## config.mk

```make
export PLATFORM = sky130hd
export DESIGN_NAME = ex_stage
export DESIGN_NICKNAME = d
export VERILOG_FILES = /design/src/rtl/ex_stage.sv
export SDC_FILE = /design/constraint.sdc
export NUM_CORES = 1
export LEC_CHECK = 0
export CAP_MARGIN = 20
export CORE_MARGIN = 5
export CORE_UTILIZATION = 31
export CTS_CLUSTER_DIAMETER = 80
export DETAILED_ROUTE_END_ITERATION = 6
export GPL_ROUTABILITY_DRIVEN = 1
export GPL_TIMING_DRIVEN = 0
export SLEW_MARGIN = 20
export SYNTH_ARGS = -nofsm -noshare
export SYNTH_HDL_FRONTEND = slang
export SYNTH_SLANG_ARGS = --single-unit
```

## constraint.sdc

```tcl
create_clock -name clk -period 2.7 [get_ports clk]
set_clock_uncertainty 0.05 [all_clocks]
set_input_delay 0.27 -clock clk [delete_from_list [all_inputs] [get_ports clk]]
set_output_delay 0.27 -clock clk [all_outputs]
set_load 0.005 [all_outputs]
```

## src/rtl/ex_stage.sv

```systemverilog
// EX pipeline stage: ALU, EX/MEM register and optional iterative HI/LO mul/div unit.
// Define EX_STAGE_MULDIV_EN to build the multiply/divide unit; otherwise MFHI/MFLO read 0.
module ex_stage (
    input  logic        clk,
    input  logic        rst,
    input  logic [1:0]  wb_EX,
    input  logic [2:0]  m_EX,
    input  logic [3:0]  alu_op,
    input  logic        alu_src,
    input  logic        reg_dst,
    input  logic [1:0]  md_op,
    input  logic [31:0] read_data_1,
    input  logic [31:0] read_data_2,
    input  logic [31:0] sign_ext_imm,
    input  logic [4:0]  rt,
    input  logic [4:0]  rd,
    output logic [1:0]  wb_MEM,
    output logic [2:0]  m_MEM,
    output logic        zero,
    output logic [31:0] address_MEM,
    output logic [31:0] write_data_mem,
    output logic [4:0]  write_register_ex,
    output logic        stall,
    output logic        md_busy
);

    logic [31:0] op_a, op_b, result, hi_val, lo_val;
    logic [4:0]  shamt;

    assign op_a  = read_data_1;
    assign op_b  = alu_src ? sign_ext_imm : read_data_2;
    assign shamt = sign_ext_imm[10:6];

    always_comb begin
        result = 32'd0;
        case (alu_op)
            4'd0:  result = op_a & op_b;
            4'd1:  result = op_a | op_b;
            4'd2:  result = op_a + op_b;
            4'd3:  result = op_a - op_b;
            4'd4:  result = {31'd0, $signed(op_a) < $signed(op_b)};
            4'd5:  result = ~(op_a | op_b);
            4'd6:  result = op_a ^ op_b;
            4'd7:  result = op_b << shamt;
            4'd8:  result = op_b >> shamt;
            4'd9:  result = $signed(op_b) >>> shamt;
            4'd10: result = {31'd0, op_a < op_b};
            4'd11: result = op_b << 16;
            4'd12: result = hi_val;
            4'd13: result = lo_val;
            default: result = 32'd0;
        endcase
    end

`ifdef EX_STAGE_MULDIV_EN
    localparam logic [1:0] MD_MULTU = 2'b10;
    localparam logic [1:0] MD_DIV   = 2'b11;

    logic [31:0] hi_q, lo_q, acc_q, acc_d, quo_q, quo_d, dvs_q;
    logic [31:0] hi_fin, lo_fin, a_mag, b_mag;
    logic [4:0]  cnt_q;
    logic [1:0]  op_q;
    logic        busy_q, neg_a_q, neg_b_q, dz_q, signed_op;
    logic [32:0] sum, rem_sh, rem_diff;
    logic [63:0] prod_fix;

    assign signed_op = (md_op != MD_MULTU);
    assign a_mag     = (signed_op && read_data_1[31]) ? -read_data_1 : read_data_1;
    assign b_mag     = (signed_op && read_data_2[31]) ? -read_data_2 : read_data_2;

    // Both ops work on magnitudes: shift-add multiply or restoring divide, one bit per cycle.
    always_comb begin
        sum      = 33'd0;
        rem_sh   = 33'd0;
        rem_diff = 33'd0;
        acc_d    = acc_q;
        quo_d    = quo_q;
        if (op_q == MD_DIV) begin
            rem_sh   = {acc_q, quo_q[31]};
            rem_diff = rem_sh - {1'b0, dvs_q};
            if (rem_sh >= {1'b0, dvs_q}) begin
                acc_d = rem_diff[31:0];
                quo_d = {quo_q[30:0], 1'b1};
            end else begin
                acc_d = rem_sh[31:0];
                quo_d = {quo_q[30:0], 1'b0};
            end
        end else begin
            sum   = {1'b0, acc_q} + (quo_q[0] ? {1'b0, dvs_q} : 33'd0);
            acc_d = sum[32:1];
            quo_d = {sum[0], quo_q[31:1]};
        end
    end

    // A zero divisor leaves the dividend magnitude in acc, so only LO needs overriding.
    always_comb begin
        prod_fix = {acc_d, quo_d};
        if (neg_a_q ^ neg_b_q)
            prod_fix = -prod_fix;
        hi_fin = prod_fix[63:32];
        lo_fin = prod_fix[31:0];
        if (op_q == MD_DIV) begin
            hi_fin = neg_a_q ? -acc_d : acc_d;
            lo_fin = dz_q ? 32'hFFFF_FFFF : ((neg_a_q ^ neg_b_q) ? -quo_d : quo_d);
        end
    end

    always_ff @(posedge clk or posedge rst) begin
        if (rst) begin
            hi_q    <= 32'd0;
            lo_q    <= 32'd0;
            acc_q   <= 32'd0;
            quo_q   <= 32'd0;
            dvs_q   <= 32'd0;
            cnt_q   <= 5'd0;
            op_q    <= 2'b00;
            busy_q  <= 1'b0;
            neg_a_q <= 1'b0;
            neg_b_q <= 1'b0;
            dz_q    <= 1'b0;
        end else if (busy_q) begin
            acc_q <= acc_d;
            quo_q <= quo_d;
            cnt_q <= cnt_q - 5'd1;
            if (cnt_q == 5'd0) begin
                busy_q <= 1'b0;
                hi_q   <= hi_fin;
                lo_q   <= lo_fin;
            end
        end else if (md_op != 2'b00) begin
            busy_q  <= 1'b1;
            cnt_q   <= 5'd31;
            op_q    <= md_op;
            neg_a_q <= signed_op & read_data_1[31];
            neg_b_q <= signed_op & read_data_2[31];
            dz_q    <= (read_data_2 == 32'd0);
            acc_q   <= 32'd0;
            quo_q   <= a_mag;
            dvs_q   <= b_mag;
        end
    end

    assign hi_val  = hi_q;
    assign lo_val  = lo_q;
    assign md_busy = busy_q;
    assign stall   = busy_q && ((md_op != 2'b00) || (alu_op == 4'd12) || (alu_op == 4'd13));
`else
    logic unused_md_op;

    assign unused_md_op = ^md_op;
    assign hi_val       = 32'd0;
    assign lo_val       = 32'd0;
    assign md_busy      = 1'b0;
    assign stall        = 1'b0;
`endif

    logic [1:0]  wb_q;
    logic [2:0]  m_q;
    logic        zero_q;
    logic [31:0] addr_q, wdata_q;
    logic [4:0]  wreg_q;

    always_ff @(posedge clk or posedge rst) begin
        if (rst) begin
            wb_q    <= 2'b00;
            m_q     <= 3'b000;
            zero_q  <= 1'b0;
            addr_q  <= 32'd0;
            wdata_q <= 32'd0;
            wreg_q  <= 5'd0;
        end else begin
            wb_q    <= stall ? 2'b00 : wb_EX;
            m_q     <= stall ? 3'b000 : m_EX;
            zero_q  <= (result == 32'd0);
            addr_q  <= result;
            wdata_q <= read_data_2;
            wreg_q  <= reg_dst ? rd : rt;
        end
    end

    assign wb_MEM            = wb_q;
    assign m_MEM             = m_q;
    assign zero              = zero_q;
    assign address_MEM       = addr_q;
    assign write_data_mem    = wdata_q;
    assign write_register_ex = wreg_q;

endmodule

```

Yosys cells after proc, flatten, opt, wreduce, memory -nomap -nowiden

Cells that the tools add are included.

Add/sub/neg operators: 2
Order comparisons: 2
Equal/unequal tests: 11
Shift operators: 3
Mux-type cells: 3
Bitwise operators: 4
Reductions and logical operators: 2

Operators with widths:

| kind                                                             | count |
|---|---|
| 32-bit one-hot mux with 12 select lines                          | 1 |
| 32-bit less-than comparator                                      | 2 |
| 32-bit adder                                                     | 1 |
| 32-bit AND                                                       | 1 |
| 32-bit logical NOT                                               | 1 |
| 32-bit 2-to-1 mux                                                | 1 |
| 32-bit NOT                                                       | 1 |
| 32-bit OR                                                        | 1 |
| 32-bit by 5-bit left shift with 32-bit output                    | 1 |
| 32-bit by 5-bit >> shifter with 32-bit output                    | 1 |
| 32-bit by 5-bit >>> shifter with 32-bit output                   | 1 |
| 32-bit subtractor                                                | 1 |
| 32-bit bitwise XOR                                               | 1 |
| 4-bit by 3-bit == test with 1-bit output (second input constant) | 4 |
| 4-bit == test (second input constant)                            | 4 |
| 4-bit by 2-bit == test with 1-bit output (second input constant) | 2 |
| 5-bit 2-to-1 mux                                                 | 1 |
| 4-bit by 1-bit == test with 1-bit output (second input constant) | 1 |
| 4-bit logical NOT                                                | 1 |

Bits in registers: 75
Input port bits: 121
Output and inout bits: 77
Logic and storage cells: 33

Logic depth before layout (Yosys ltp)

Depth after elaboration: 5
Mapped depth: 21
Depth with buffers taken out: 16

Worst setup path before layout

OpenSTA, ideal clock, no wires.

Path type: input port to flip-flop
Start point: input port alu_src
End point: register zero_q (netlist: zero)
Data arrival time: 5.623 ns
Required time: 2.578 ns
Path slack: -3.045 ns
Stages: 20
Path buffers: 6
Path through: buf_2 buf_2 buf_4 buf_2 buf_2 buf_1 mux2i_1 inv_1 fa_1 o21ba_1 or4_1 a21oi_1 a31o_1 a211oi_1 o41ai_1 nor3b_1 o41ai_1 or4_1 or4b_1 nor2_1

Longest elaborated chain between the ends: 5

RTL lines:

| what                                                      | line | RTL |
|---|---|---|
| from (decl)                                               | 9    | `input logic alu_src,` |
| 32-bit 2-to-1 mux (*)                                     | 31   | `assign op_b = alu_src ? sign_ext_imm : read_data_2;` |
| branches (longest 2 deep; another with 32-bit subtractor) | n/a  |  |
| 32-bit one-hot mux with 12 select lines (*)               | 36   | `case (alu_op)` |
| net result[0]                                             | 27   | `logic [31:0] op_a, op_b, result, hi_val, lo_val;` |
| 32-bit logical NOT (*)                                    | 174  | `zero_q <= (result == 32'd0);` |
| to (signal assigned)                                      | 174  |  |
| to (decl)                                                 | 159  | `logic zero_q;` |

Mark *: on every way through the listed nets, which the timed path passes.

Final worst setup path

Start point: input port sign_ext_imm[8]
End point: register zero_q (netlist: zero)

Longest elaborated chain between the ends: 5

RTL lines:

| what                                                      | line | RTL |
|---|---|---|
| from (decl)                                               | 14   | `input logic [31:0] sign_ext_imm,` |
| branches (longest 3 deep; another with 32-bit subtractor) | n/a  |  |
| 32-bit one-hot mux with 12 select lines (*)               | 36   |  |
| 32-bit logical NOT (*)                                    | 174  |  |

Mark *: on every way between the ends.

==> impl_metrics.toml <==
[yosys]
ys_types = 97
yosysSeqAreaShare = 0.129
synth_seq_cells = 75
synth_edf_count = 0
syn_area_um2 = 14500
synth_ff_type = "dfrtp_1"
yosys_warnings = 0
async_reset_ff_frac = 1.00
syn_inst = 1850
syn_avg_cell_area_um2 = 7.84

[setup_path]
cp_max_fo = 10
path_delay_family = "buffers and inverters"
worstSetupEndpoint = "zero"
crit_chain = "clkdlybuf4s50_1 > buf_6 > buf_8 > buf_2 > buf_2 > clkbuf_1 > and3_1 > a21oi_1 > nand2_1 > o21ai_0 > a211oi_2 > nand4_1 > or4_4 > or4b_4 > nor2_2"
crit_slowest_cell = "clkbuf_1"
crit_start = "sign_ext_imm[8]"
crit_buf_inv = 6
crit_type = "in2reg"
cp-start-kind = "primary input"
path_depth = 15
crit_path_frequent_cell = "buf_2"
cp.arrival_ns = 5.00
slowest_delay_ns = 0.66
cp_data_required_time_ns = 2.97
end_kind = "register"

[grt]
grt-ovfl-total = 0
antenna_found_initial = 0
grt_first_pass_wirelength_um = 137000
grt_start_max_net_pins = 43
track_usage = 0.371
grt_pass1_vias = 18000

[timing]
hold_slack_ns = 0.151
rsz0062_at_grt = "yes"
hold_viol = 0
setup_ws_ns = -2.03
relSlewSlack = 0.241
worst_pin_slew_ns = 1.13
fin_crit_ns = 4.73
finalSetupViolCount = 33
fmax_ghz = 0.211
fin_crit_sh = 1.75
maxSlewViolCount = 0

[route]
dr.first_iter.drc_count = 2398
wl_per_cell_um = 35.7
drt-total-wl_um = 98000
drc_errors = 0
first_pass_iters = 6
vias = 18400
ant_nets = 0
via_per_inst = 6.71

[layout]
nets = 2353
diodes = 0
stdcell_count = 2743
fin_util = 0.440
final_common_cell = "clkdlybuf4s50_1"
drive_gt1_frac = 0.261
final_cell_mix = "174 x clkdlybuf4s50_1, 157 x nor2_1, 143 x nand2_1"
area_delta_synth_final_pct = 40.6
n_fill_cell = 4665

[clock_tree]
cts_tree = "built"
path_clk_slew_ns = 0.07
cts_made_buffers = 9
clock-sinks = 75
ctsHoldBuffers = 0
clockRootBuffer = "clkbuf_16"
htreeDepth = 3
clockBufferDepth = 2

[die]
io_pins = 198
die_h_um = 226
design.core.area_um2 = 46400
die_area_um2 = 51200
start_util = 0.313
rows = 79
die_width_um = 226

[power_and_ir_drop]
irDropWorstVdd_mv = 0.257
power_leakage_nw = 8.06
finalPower_w = 0.00749
power_density_nw_per_um2 = 368

[place]
dp_cells = 2653
dp_slack_ns = -4.37
routabilityCongestion = 1.04
portBuffers = 188
dpl.hpwl_um = 77300

[flow_run]
cap_violations = 0

[hold_path]
hold_path.class = "in2reg"

[status]
status = "finished, violations left"
violations = "setup timing"
-- flip-flops by register name (all words and copies together) (netlist names) --
signal,cells
zero,1
address_MEM,32
write_data_mem,32
wb_MEM,2
m_MEM,3
write_register_ex,5
-- through the flow --
| stage | TNS [ns] | instance area (um^2) |
|---|---|---|
| floorplan | -18.46 | 14800 |
| global placement | -154.64 | 17500 |
| detailed placement | -79.58 | 17600 |
| CTS | -23.18 | 20000 |
| global route | -25.65 | 20400 |
| finish | -24.29 | 20400 |
-- power breakdown --
group | switching (W) | internal (W) | leakage [nW]
Clock | 0.000612 | 0.000827 | 0.163
Combinational | 0.00291 | 0.00188 | 6.99
Sequential | 0.0000297 | 0.00124 | 0.904
Total | 0.00356 | 0.00394 | 8.06
-- cells by family after synthesis --
kind of cell	share of synthesized area
xor gates and xnor gates	0.0199
other	0.000259
DFF	0.129
and+or+nand+nor	0.197
muxes	0.221
buffers and inverters	0.0757
adders and majority gates	0.0882
AOI/OAI and AO/OA	0.269
-- Yosys cell counts, drive strengths merged, types with 10 or more instances --
cell	number	area [um^2]
a22oi	23	173
mux4	69	1560
o32ai	10	87.6
a21oi	121	606
xor2	10	87.6
a2111oi	12	111
a211oi	30	225
a31oi	30	188
xnor2	23	201
nand2b	25	156
clkbuf	84	315
nand3	56	280
nand4	23	144
dfrtp	75	1880
nor3	39	195
o211ai	34	255
nor2b	22	138
o31ai	11	82.6
a221oi	16	140
and3	13	81.3
inv	110	413
mux2i	115	1150
buf	65	365
o22ai	29	181
mux2	43	488
o21ai	87	435
or3	10	62.6
nor2	173	649
a21o	14	105
ha	99	1240
nand2	152	571
or2	11	68.8
nor4	16	100
o221ai	29	254
-- worst min path at each step --
stage	from	to	cells after the start
after floorplan	m_EX[0]	m_MEM[0]	0
after global placement	m_EX[2]	m_MEM[2]	1
after detailed placement	rst	write_data_mem[24]	2
after CTS	read_data_2[0]	write_data_mem[0]	1
after global routing	read_data_2[5]	write_data_mem[5]	1
final	read_data_2[5]	write_data_mem[5]	1
-- layout make-up --
cell class                      instances  area (um^2)  area share
Clock buffer                            9          225      0.0111
Sequential cell                        75         1880      0.0921
Multi-Input combinational cell       1516        13300       0.653
Buffer                                140         1060      0.0521
Tap cell                              607          759      0.0373
Timing Repair Buffer                  278         2610       0.128
Clock inverter                          7          106     0.00522
Inverter                              111          432      0.0212
-- routing by layer --
metal  wire [um]  part of all wire  track usage
met5           0                 0            0
met4        7950             0.081        0.219
met2       44000              0.45        0.593
met1       37500              0.38        0.464
met3        8550             0.087       0.0712
-- repair_timing --
action | CTS | global route
pin swaps | 67 | 39
resized for setup | 356 | 86
setup buffers | 75 | 12
endpoints found under the setup margin | 33 | 33
(Power assumes the default switching activity.)
